<file path="src/rtl/mux_xor_arbiter.sv">
// ---------------------------------------------------------------------------
// mux_xor_arbiter
//
// Purpose:
//    Shares a single mux-built XOR unit (out = A ? ~B : B, bitwise) among N
//    requesters. A round-robin scheduler picks one requester at a time and
//    captures its operand pair. The pair is run through the shared unit for
//    LAT cycles, and the result is returned tagged with the winner's index.
//    The result is held until the consumer accepts it.
//
// Ports:
//    clk          in   1          rising-edge clock
//    rst_n        in   1          asynchronous, active-low reset
//    i_req        in   N          request per requester, held until its grant
//    i_a_bus      in   N*WIDTH    operand A, requester i at [i*WIDTH +: WIDTH]
//    i_b_bus      in   N*WIDTH    operand B, same packing as i_a_bus
//    o_gnt        out  N          one-hot, one-cycle pulse on operand capture
//    o_res        out  WIDTH      A ^ B of the granted requester
//    o_res_id     out  IDW        index of the requester owning o_res
//    o_res_valid  out  1          o_res/o_res_id valid, held until accepted
//    i_res_ready  in   1          consumer accepts the result
//    o_busy       out  1          high while an operation is in flight
//    o_op_count   out  8          completed handoffs, saturating
//                                 (only when MUX_XOR_ARB_STATS_EN is defined)
//
// Configuration macro:
//    MUX_XOR_ARB_STATS_EN - adds the o_op_count port and its counter.
// ---------------------------------------------------------------------------
module mux_xor_arbiter #(
   parameter int N     = 4,
   parameter int WIDTH = 8,
   parameter int LAT   = 2,
   parameter int IDW   = (N > 1) ? $clog2(N) : 1
) (
   input  logic                 clk,
   input  logic                 rst_n,
   input  logic [N-1:0]         i_req,
   input  logic [N*WIDTH-1:0]   i_a_bus,
   input  logic [N*WIDTH-1:0]   i_b_bus,
   output logic [N-1:0]         o_gnt,
   output logic [WIDTH-1:0]     o_res,
   output logic [IDW-1:0]       o_res_id,
   output logic                 o_res_valid,
   input  logic                 i_res_ready,
   output logic                 o_busy
`ifdef MUX_XOR_ARB_STATS_EN
   ,
   output logic [7:0]           o_op_count
`endif
);

   localparam int CNTW = (LAT > 1) ? $clog2(LAT) : 1;

   typedef enum logic [1:0] {
      IDLE = 2'd0,
      EXEC = 2'd1,
      DONE = 2'd2
   } state_t;

   state_t               r_state;
   logic [IDW-1:0]       r_rrPtr;
   logic [IDW-1:0]       r_id;
   logic [CNTW-1:0]      r_cnt;
   logic [WIDTH-1:0]     r_opA;
   logic [WIDTH-1:0]     r_opB;
   logic [N-1:0]         r_gnt;
   logic [WIDTH-1:0]     r_res;
   logic [IDW-1:0]       r_resId;
   logic                 r_resValid;
   logic                 r_busy;

   logic                 w_found;
   logic [IDW-1:0]       w_winner;
   logic [IDW-1:0]       w_cand;
   logic [WIDTH-1:0]     w_xor;
   logic [IDW-1:0]       w_nextPtr;

   // Round-robin search: walk from rr_ptr upward, wrapping modulo N. The loop
   // runs from the farthest candidate back to rr_ptr itself so that the last
   // hit written is the closest one to the pointer, which is the winner.
   always_comb begin
      w_found  = 1'b0;
      w_winner = '0;
      w_cand   = '0;
      for (int k = N - 1; k >= 0; k--) begin
         w_cand = IDW'((int'(r_rrPtr) + k) % N);
         if (i_req[w_cand]) begin
            w_found  = 1'b1;
            w_winner = w_cand;
         end
      end
   end

   // The shared datapath: each output bit is a 2:1 mux selecting ~B or B by
   // A, which is functionally A ^ B built without an XOR gate.
   always_comb begin
      w_xor = '0;
      for (int i = 0; i < WIDTH; i++) begin
         w_xor[i] = r_opA[i] ? ~r_opB[i] : r_opB[i];
      end
   end

   // After a handoff, the pointer moves one past the requester just served,
   // wrapping back to zero after the last requester.
   always_comb begin
      w_nextPtr = (r_id == IDW'(N - 1)) ? '0 : r_id + 1'b1;
   end

   // Main sequencer. IDLE grants and captures the operands. EXEC counts down
   // the latency of the shared unit and loads the result when the count runs
   // out. DONE holds the result until the consumer takes it. The grant is
   // cleared on every edge except the capturing one, so it is a single-cycle
   // pulse. Requests seen outside IDLE are simply ignored.
   always_ff @(posedge clk or negedge rst_n) begin
      if (!rst_n) begin
         r_state    <= IDLE;
         r_rrPtr    <= '0;
         r_id       <= '0;
         r_cnt      <= '0;
         r_opA      <= '0;
         r_opB      <= '0;
         r_gnt      <= '0;
         r_res      <= '0;
         r_resId    <= '0;
         r_resValid <= 1'b0;
         r_busy     <= 1'b0;
      end else begin
         r_gnt <= '0;
         case (r_state)
            IDLE: begin
               if (w_found) begin
                  r_gnt    <= N'(1) << w_winner;
                  r_opA    <= i_a_bus[w_winner*WIDTH +: WIDTH];
                  r_opB    <= i_b_bus[w_winner*WIDTH +: WIDTH];
                  r_id     <= w_winner;
                  r_cnt    <= CNTW'(LAT - 1);
                  r_busy   <= 1'b1;
                  r_state  <= EXEC;
               end
            end
            EXEC: begin
               if (r_cnt == '0) begin
                  r_res      <= w_xor;
                  r_resId    <= r_id;
                  r_resValid <= 1'b1;
                  r_state    <= DONE;
               end else begin
                  r_cnt <= r_cnt - 1'b1;
               end
            end
            DONE: begin
               if (i_res_ready) begin
                  r_resValid <= 1'b0;
                  r_busy     <= 1'b0;
                  r_rrPtr    <= w_nextPtr;
                  r_state    <= IDLE;
               end
            end
            default: begin
               r_state <= IDLE;
            end
         endcase
      end
   end

   assign o_gnt       = r_gnt;
   assign o_res       = r_res;
   assign o_res_id    = r_resId;
   assign o_res_valid = r_resValid;
   assign o_busy      = r_busy;

`ifdef MUX_XOR_ARB_STATS_EN
   logic [7:0] r_opCount;

   // Counts accepted results and sticks at 8'hFF instead of wrapping, so a
   // reader can tell "many" apart from a small count.
   always_ff @(posedge clk or negedge rst_n) begin
      if (!rst_n) begin
         r_opCount <= '0;
      end else if ((r_state == DONE) && i_res_ready && (r_opCount != 8'hFF)) begin
         r_opCount <= r_opCount + 8'd1;
      end
   end

   assign o_op_count = r_opCount;
`endif

endmodule

</file>
<file path="config.mk">
export PLATFORM = sky130hd
export DESIGN_NAME = mux_xor_arbiter
export DESIGN_NICKNAME = d
export VERILOG_FILES = /design/src/rtl/mux_xor_arbiter.sv
export SDC_FILE = /design/constraint.sdc
export NUM_CORES = 1
export LEC_CHECK = 0
export CORE_UTILIZATION = 44
export CTS_BUF_LIST = sky130_fd_sc_hd__clkbuf_8
export CTS_CLUSTER_SIZE = 20
export DETAILED_ROUTE_END_ITERATION = 6
export PLACE_DENSITY = 0.81
export SYNTH_ARGS = -nofsm -noshare
export SYNTH_HDL_FRONTEND = slang
export SYNTH_SLANG_ARGS = --single-unit
export TNS_END_PERCENT = 30
</file>
<file path="constraint.sdc">
create_clock -name clk -period 1.8 [get_ports clk]
set_input_delay 0.54 -clock clk [delete_from_list [all_inputs] [get_ports clk]]
set_output_delay 0.54 -clock clk [all_outputs]
set_load 0.02 [all_outputs]
</file>
==> results of run 1 <==
[worst paths after layout]
kind	to	slack [ns]	cells after the start
worst max-delay path	o_gnt[2]	0.05	1
worst min-delay path	o_gnt[2]	0.18	1
worst max register to register	r_opA[6]	0.10	7
worst min register to register	o_busy	0.49	2
max in group asynchronous	o_res[0]	1.15	2
min in group clk	o_busy	0.49	2
[registers in the layout (all words and copies together), names as in the netlist]
register     count
o_res_id         2
o_busy           1
r_opB            8
r_state          2
r_id             2
o_res            8
r_rrPtr          2
o_gnt            4
r_opA            8
o_res_valid      1
r_cnt            1
[cell type report]
| cell class | instances | share of cell area |
|---|---|---|
| repair buffers | 106 | 0.3297 |
| inverters | 3 | 0.003357 |
| well taps | 52 | 0.01940 |
| clock buffers | 5 | 0.02051 |
| flip-flops and latches | 39 | 0.2909 |
| multi-input cells | 131 | 0.3323 |
| clock inverters | 3 | 0.003730 |
[repair_timing]
action                                  in CTS  in global routing
pin swaps                                    1                  1
buffers inserted                             3                  0
gates cloned                                 2                  0
gates resized for setup                     24                 12
endpoints found under the setup margin      27                 13
[logic make-up (layout without fill, tap and decap cells)]
family | count (synthesis) | after routing | synth area share
flip-flops | 39 | 39 | 0.4586
XOR/XNOR | 8 | 8 | 0.03292
adder cells (fa/ha/maj) | 1 | 1 | 0.005878
AND/OR/NAND/NOR | 50 | 50 | 0.1188
AO/OA/AOI/OAI | 37 | 37 | 0.1634
buffers and inverters | 13 | 117 | 0.05408
multiplexers | 35 | 35 | 0.1664
[power groups by stage]
stage	combinational (mW)	clock, mW	sequential [mW]
final	2.81	0.571	1.62
after global routing	3.06	0.611	1.67
after CTS	2.79	0.579	1.61
after detailed placement	2.59	0	1.62
after global placement	2.51	0	1.60
after floorplan	1.59	0	1.72
[metal layers]
metal | GRT usage | vias up | share of wire | wire, um
met5 | 0 | - | 0 | 0
met4 | 0.1002 | 0 | 0.013 | 77
met3 | 0.03797 | 8 | 0.040 | 234
met2 | 0.4444 | 69 | 0.54 | 3123
met1 | 0.3027 | 869 | 0.41 | 2373
li1 | - | 875 | - | -
[cells in the final DEF, fill, tap and decap left out, types with 2 or more instances in the layout]
| cell type | count |
|---|---|
| sky130_fd_sc_hd__mux2i_1 | 24 |
| sky130_fd_sc_hd__clkbuf_8 | 5 |
| sky130_fd_sc_hd__buf_12 | 4 |
| sky130_fd_sc_hd__mux2i_2 | 7 |
| sky130_fd_sc_hd__inv_1 | 4 |
| sky130_fd_sc_hd__dfrtp_1 | 39 |
| sky130_fd_sc_hd__nand2_1 | 23 |
| sky130_fd_sc_hd__o21ai_0 | 2 |
| sky130_fd_sc_hd__o221ai_1 | 6 |
| sky130_fd_sc_hd__buf_6 | 2 |
| sky130_fd_sc_hd__nor3_4 | 2 |
| sky130_fd_sc_hd__nor2_1 | 11 |
| sky130_fd_sc_hd__nor3_1 | 2 |
| sky130_fd_sc_hd__and3_1 | 2 |
| sky130_fd_sc_hd__o221ai_2 | 10 |
| sky130_fd_sc_hd__dlymetal6s2s_1 | 5 |
| sky130_fd_sc_hd__xnor2_1 | 8 |
| sky130_fd_sc_hd__dlygate4sd2_1 | 12 |
| sky130_fd_sc_hd__clkdlybuf4s50_1 | 67 |
| sky130_fd_sc_hd__mux2_1 | 2 |
| sky130_fd_sc_hd__a21oi_1 | 10 |
| sky130_fd_sc_hd__buf_4 | 12 |
==> results.rst, run 1 <==
.. list-table::
   :header-rows: 1

   * - Metric
     - Value
   * - Result of the run
     - finished, final reports clean
   * - Internal power
     - approximately 3 mW
   * - Sort of element at the start of the critical path
     - register
   * - Detail Route Antenna Nets
     - 0
   * - Cell Count, Final, Fillers Out
     - 339
   * - Most frequently used flop master after synthesis
     - sky130_fd_sc_hd__dfrtp_1
   * - Detailed placement HPWL
     - about 4.1 mm
   * - Port bufs
     - between 80 and 90
   * - Final count of negative-setup-slack endpoints
     - 0
   * - Number of vias after detailed routing
     - between 1,500 and 2,000
   * - Maximum clock skew at final layout
     - 0.007427 ns
   * - Non-Filler Cell Area, Final
     - around 3400 um2
   * - Area of the core
     - 4504 um2
   * - Share of flip-flops with an asynchronous set or reset
     - 1.000
   * - Die Footprint
     - about 5100 um2
   * - TritonCTS Sinks
     - 39
   * - Cell at the slowest stage of the critical path
     - sky130_fd_sc_hd__clkdlybuf4s50_1
   * - Die W
     - a little over 70 um
   * - Delay of the slowest critical-path stage
     - a little under 0.6 ns
   * - Switching power of the nets
     - approximately 2 mW
   * - Critical setup path kind
     - register to output port
   * - Number of buffers and inverters on the critical path
     - 1
   * - Clock period minus worst slack
     - 1.752 ns
   * - Number of clock buffers inserted by TritonCTS
     - 5
   * - Worst R2R Start
     - r_rrPtr[0]
   * - Clock latency on the worst-skew pair
     - 0.30 ns
   * - Peak Freq
     - 570.7 MHz
   * - Final Slew Violations
     - 0
   * - Sequence of cells on the critical path
     - clkdlybuf4s50_1
   * - Ratio of final minimum period to clock period
     - 0.9735
   * - DRC violation count after routing
     - 0
   * - Most common cell in the netlist
     - sky130_fd_sc_hd__dfrtp_1
   * - Number of hold violations in the final report
     - 0
   * - Post-synth top cells
     - 39 x sky130_fd_sc_hd__dfrtp_1, 32 x sky130_fd_sc_hd__mux2i_1, 23 x sky130_fd_sc_hd__nand2_1
   * - Type of the worst min-delay path
     - input port to async pin
   * - Number of global-route vias before repair
     - approximately 2,000
   * - Critical Path Start
     - o_gnt[2]
   * - Filler cell count
     - about 330
   * - Overall power consumption
     - between 4 and 5 mW
   * - RD Place Congestion
     - 0.8017
   * - Synthesis-to-layout area growth
     - 57.61%
   * - Leading cell types by total area after synthesis
     - sky130_fd_sc_hd__dfrtp_1 46%, sky130_fd_sc_hd__mux2i_1 15%, sky130_fd_sc_hd__o221ai_2 7.1%
   * - Hold slack
     - ~0.18 ns
   * - Chip Height
     - just over 70 um
   * - Final worst-path setup slack
     - approximately 0.048 ns
   * - Worst Max-Slew Pin Slew
     - between 0.4 and 0.5 ns
   * - Share of the core filled with cells
     - 0.7447
   * - Sequential fraction of the synthesis area
     - 0.4586
   * - Number of placed cells counting well taps
     - between 300 and 400
   * - Max Fanout on Critical Path
     - 1
   * - Leakage
     - 1.525 nW
   * - Unrepaired setup endpoints after global routing
     - yes
   * - Cell area after placement
     - a little over 3000 um2
   * - Worst-case clock buffer depth
     - 2
   * - Number of distinct library cells after synthesis
     - 40
   * - Antenna Cells
     - 0
   * - Sum of overflow across all layers after global routing
     - 0
   * - Slew HR
     - 0.6971
   * - Detailed-route wire length per cell
     - 17.13 um
   * - Clock transition at the register clock pins on the worst setup and hold paths after CTS
     - about 0.080 ns
   * - Area occupied by multi-input gates
     - ~1100 um2
   * - Delay-heaviest family, CP
     - buffers and inverters
   * - Fraction of power spent switching nets
     - 0.3995
   * - Total negative slack for setup checks
     - 0 ns
   * - Total of warnings raised by yosys
     - 0
   * - Clock power share
     - 0.114
   * - Number of hold buffers added after cts
     - 0
   * - Post-synth EDFFs
     - 0
   * - Site Rows
     - 24
   * - Global-route wire length before repair
     - between 9 and 10 mm
   * - Worst IR drop on VDD
     - between 0.5 and 0.6 mV
   * - Net count of the finished layout
     - approximately 360
   * - Pre-CTS setup slack
     - -0.4907 ns
   * - Storage element area
     - 975.9 um2
   * - Largest net degree at the start of global routing
     - 23
   * - Post-synth design cell area
     - 2128 um2
   * - Combinational power share
     - 0.562
   * - CP required
     - ~1.3 ns
   * - Cell type contributing the most total cell area after synthesis
     - sky130_fd_sc_hd__dfrtp_1
   * - Number of H-tree levels
     - 2
   * - Total power per unit cell area
     - around 1500 nW/um2
   * - Count of boundary I/O pins
     - between 80 and 90
   * - DR iter-0 viols
     - a little under 100
   * - Top-area cell type share of the netlist area
     - 0.4586
   * - Sequential share of power
     - 0.324
   * - Routed via count divided by cell count
     - 5.372
   * - Final wirelength
     - 5.808 mm
   * - CTS tree
     - built
   * - Critical path capture point type
     - output port
   * - Global-route usage over all layers
     - 0.2490
   * - Max-capacitance violation count
     - 0
   * - Drt first pass iters
     - 4
   * - Critical path arrival
     - 1.21 ns
   * - Syn Nets
     - between 200 and 300
   * - Syn avg cell area
     - 11.63 um2
   * - FF+latch count, synth
     - 39
   * - Starting Density
     - 0.4725
   * - CTS Root Cell
     - sky130_fd_sc_hd__clkbuf_8
   * - Antenna violations before repair
     - 0
   * - Fraction of final layout cells with drive strength greater than 1
     - 0.2091
   * - Synthesized instance count
     - between 150 and 200
Note: power is estimated with default switching activity, not from simulation.
==> run 2, diff against run 1 <==
CORE_UTILIZATION = 25   (was 44)
PLACE_DENSITY = 0.5   (was 0.81)
==> run 2 against run 1 <==
Effect of this change: highest routed layer unchanged; critical endpoint is now r_opA[1]; design area is 7.9% higher; die area is 74% higher; clock-buffer cell count is 1 higher; critical path depth is 6 higher; sequential power hardly changed; critical path type is now input port to register; clock skew is 0.00088 ns higher; setup slack worse by 0.0066 ns; utilization is 30 points lower; via count is 0.93% lower; final cell count is 17% higher.
==> results.rst, run 2 (synthesis results as in run 1) <==
.. list-table::
   :header-rows: 1

   * - Metric
     - Value
   * - Port bufs
     - 86 (unchanged)
   * - Global-route wire length before repair
     - 9.121 mm (was 9.625 mm)
   * - Site Rows
     - 33 (was 24)
   * - Critical Path Start
     - i_req[3] (was o_gnt[2])
   * - Total power per unit cell area
     - 1490 nW/um2 (was 1488 nW/um2)
   * - Most used routing layer in global routing
     - met2 (unchanged)
   * - RD Place Congestion
     - 0.7336 (was 0.8017)
   * - Chip Height
     - 94.27 um (was 71.55 um)
   * - Share of the core filled with cells
     - 0.4404 (was 0.7447)
   * - Worst R2R Start
     - r_rrPtr[0] (unchanged)
   * - Largest net degree at the start of global routing
     - 23 (unchanged)
   * - Overall power consumption
     - 5.390 mW (was 4.992 mW)
   * - Synthesis-to-layout area growth
     - 70.02% (was 57.61%)
   * - Final Slew Violations
     - 0 (unchanged)
   * - Filler cell count
     - 797 (was 327)
   * - DR iter-0 viols
     - 64 (was 98)
   * - GR met3 Demand/Resource
     - 0.03803 (was 0.03797)
   * - Max-capacitance violation count
     - 0 (unchanged)
   * - Die Footprint
     - 8886 um2 (was 5119 um2)
   * - Sort of element at the start of the critical path
     - input port (was register)
   * - Final worst-path setup slack
     - 0.04109 ns (was 0.04767 ns)
   * - Maximum clock skew at final layout
     - 0.008310 ns (was 0.007427 ns)
   * - Area of the core
     - 8217 um2 (was 4504 um2)
   * - Detailed placement HPWL
     - 4.082 mm (was 4.108 mm)
   * - Result of the run
     - finished, final reports clean (unchanged)
   * - Drt first pass iters
     - 3 (was 4)
   * - Number of hold violations in the final report
     - 0 (unchanged)
   * - R2r endpoint
     - r_opA[1] (was r_opA[6])
   * - Count of boundary I/O pins
     - 87 (unchanged)
   * - Final count of negative-setup-slack endpoints
     - 0 (unchanged)
   * - Number of clock buffers inserted by TritonCTS
     - 5 (unchanged)
   * - Number of hold buffers added after cts
     - 0 (unchanged)
   * - Detailed-route wire length per cell
     - 14.35 um (was 17.13 um)
   * - Path depth of the worst reg2reg path
     - 7 (unchanged)
   * - Clock period minus worst slack
     - 1.759 ns (was 1.752 ns)
   * - Antenna violations before repair
     - 0 (unchanged)
   * - Die W
     - 94.27 um (was 71.55 um)
   * - Number of global-route vias before repair
     - 1,829 (was 2,052)
   * - Cell at the slowest stage of the critical path
     - sky130_fd_sc_hd__dlygate4sd2_1 (was sky130_fd_sc_hd__clkdlybuf4s50_1)
   * - Worst Max-Slew Pin Slew
     - 0.4062 ns (was 0.4543 ns)
   * - CTS Root Cell
     - sky130_fd_sc_hd__clkbuf_8 (unchanged)
   * - Clock transition at the register clock pins on the worst setup and hold paths after CTS
     - 0.08 ns (about the same)
   * - Worst IR drop on VDD
     - 0.5077 mV (was 0.5849 mV)
   * - Hold slack
     - 0.1456 ns (was 0.1781 ns)
   * - Worst-case clock buffer depth
     - 2 (unchanged)
   * - Max Fanout on Critical Path
     - 6 (was 1)
   * - Most common library cell in the layout ignoring fill and taps
     - sky130_fd_sc_hd__clkdlybuf4s50_1 (unchanged)
   * - Met1 routing resource usage after global routing
     - 0.1828 (was 0.3027)
   * - Non-Filler Cell Area, Final
     - 3618 um2 (was 3354 um2)
   * - Clock latency on the worst-skew pair
     - 0.29 ns (was 0.30 ns)
   * - Routed via count divided by cell count
     - 4.533 (was 5.372)
   * - DRC violation count after routing
     - 0 (unchanged)
   * - Cell area after placement
     - 3238 um2 (was 3117 um2)
   * - Slew HR
     - 0.7284 (was 0.6971)
   * - Met2 Track Usage GR
     - 0.2138 (was 0.4444)
   * - Starting Density
     - 0.2590 (was 0.4725)
   * - Critical setup path kind
     - input port to register (was register to output port)
   * - Global-route usage over all layers
     - 0.1366 (was 0.2490)
   * - Detail Route Antenna Nets
     - 0 (unchanged)
   * - Delay of the slowest critical-path stage
     - 0.27 ns (was 0.59 ns)
   * - Net count of the finished layout
     - 364 (was 358)
   * - Final wirelength
     - 5.712 mm (was 5.808 mm)
   * - Number of vias after detailed routing
     - 1,804 (was 1,821)
   * - Pre-CTS setup slack
     - -0.4850 ns (was -0.4907 ns)
   * - CTS tree
     - built (unchanged)
   * - Antenna Cells
     - 0 (unchanged)
   * - Sequence of cells on the critical path
     - dlygate4sd2_1, buf_4, o211ai_4, buf_12, buf_16, mux2i_2, o221ai_2 (was clkdlybuf4s50_1)
   * - Number of H-tree levels
     - 2 (unchanged)
   * - Most frequent cells in the layout
     - 66 x sky130_fd_sc_hd__clkdlybuf4s50_1, 39 x sky130_fd_sc_hd__dfrtp_1, 23 x sky130_fd_sc_hd__nand2_1 (was 67 x sky130_fd_sc_hd__clkdlybuf4s50_1, 39 x sky130_fd_sc_hd__dfrtp_1, 24 x sky130_fd_sc_hd__mux2i_1)
   * - Fraction of final layout cells with drive strength greater than 1
     - 0.2730 (was 0.2091)
   * - Register-to-register path setup slack
     - 0.08 ns (was 0.10 ns)
   * - CP required
     - 1.97 ns (was 1.26 ns)
   * - Critical path capture point type
     - register (was output port)
   * - TritonCTS Sinks
     - 39 (unchanged)
   * - Critical path arrival
     - 1.93 ns (was 1.21 ns)
   * - Ratio of final minimum period to clock period
     - 0.9772 (was 0.9735)
   * - Peak Freq
     - 568.5 MHz (was 570.7 MHz)
   * - Leakage
     - 1.568 nW (was 1.525 nW)
   * - Sum of overflow across all layers after global routing
     - 0 (unchanged)
   * - Type of the worst min-delay path
     - input port to async pin (unchanged)
==> run 2: cell types whose count changed in the layout (fill, tap and decap cells not counted), moves of 2 or more <==
cell                       previous run  this run
sky130_fd_sc_hd__buf_12               4         7
sky130_fd_sc_hd__clkbuf_2             0         2
sky130_fd_sc_hd__inv_1                4         2
sky130_fd_sc_hd__mux2i_1             24        13
sky130_fd_sc_hd__mux2i_2              7        13
sky130_fd_sc_hd__mux2i_4              1         6
==> run 2: per-stage QoR <==
step,TNS (ns),cells
2_1_floorplan,0,183
3_3_place_gp,-8.820,383
3_5_place_dp,-9.157,383
4_1_cts,0,397
5_1_grt,-0.01133,398
6_report,0,398
==> run 2: worst max path at each step <==
stage          slack [ns]       end  cells past startpoint
3_5_place_dp        -0.48  r_opA[3]                      7
2_1_floorplan        0.12  r_opA[2]                      7
3_3_place_gp        -0.46  r_opA[6]                      7
6_report             0.04  r_opA[1]                      7
5_1_grt             -0.01  r_opA[1]                      7
4_1_cts            0.0009  o_res[7]                      1
==> run 2: where the power goes <==
group,switching [mW],leakage (nW),total (mW),internal [mW]
Clock,0.308,0.0612,0.756,0.449
Sequential,0.302,0.471,1.59,1.29
Combinational,1.38,1.04,3.04,1.66
Total,1.99,1.57,5.39,3.40
==> run 2: final cells by class <==
cell class | count | area, um2 | area share
flip-flops and latches | 39 | 975.9 | 0.2697
inverters | 3 | 11.26 | 0.003112
clock buffers | 6 | 82.58 | 0.02282
multi-input cells | 131 | 1182 | 0.3268
clock inverters | 2 | 35.03 | 0.009682
repair buffers | 112 | 1200 | 0.3316
well taps | 105 | 131.4 | 0.03631
==> run 2: repair_timing <==
action                     4_1_cts  5_1_grt
resized for setup               33       24
setup endpoints to repair       27       21
gates cloned                     2        1
buffers inserted                 4        0
pin swaps                        1        1
==> run 2: worst max-delay path: cells and delay by family <==
family                 cells  cell delay (ns)
AO/OA/AOI/OAI              2             0.38
multiplexers               1             0.24
buffers and inverters      4             0.74
==> run 2: metal layers <==
metal | routed length (um) | share of wire | up-vias
met1 | 2567 | 0.45 | 847
met4 | 56 | 0.0098 | 0
li1 | - | - | 898
met3 | 352 | 0.062 | 4
met5 | 0 | 0 | -
met2 | 2736 | 0.48 | 55
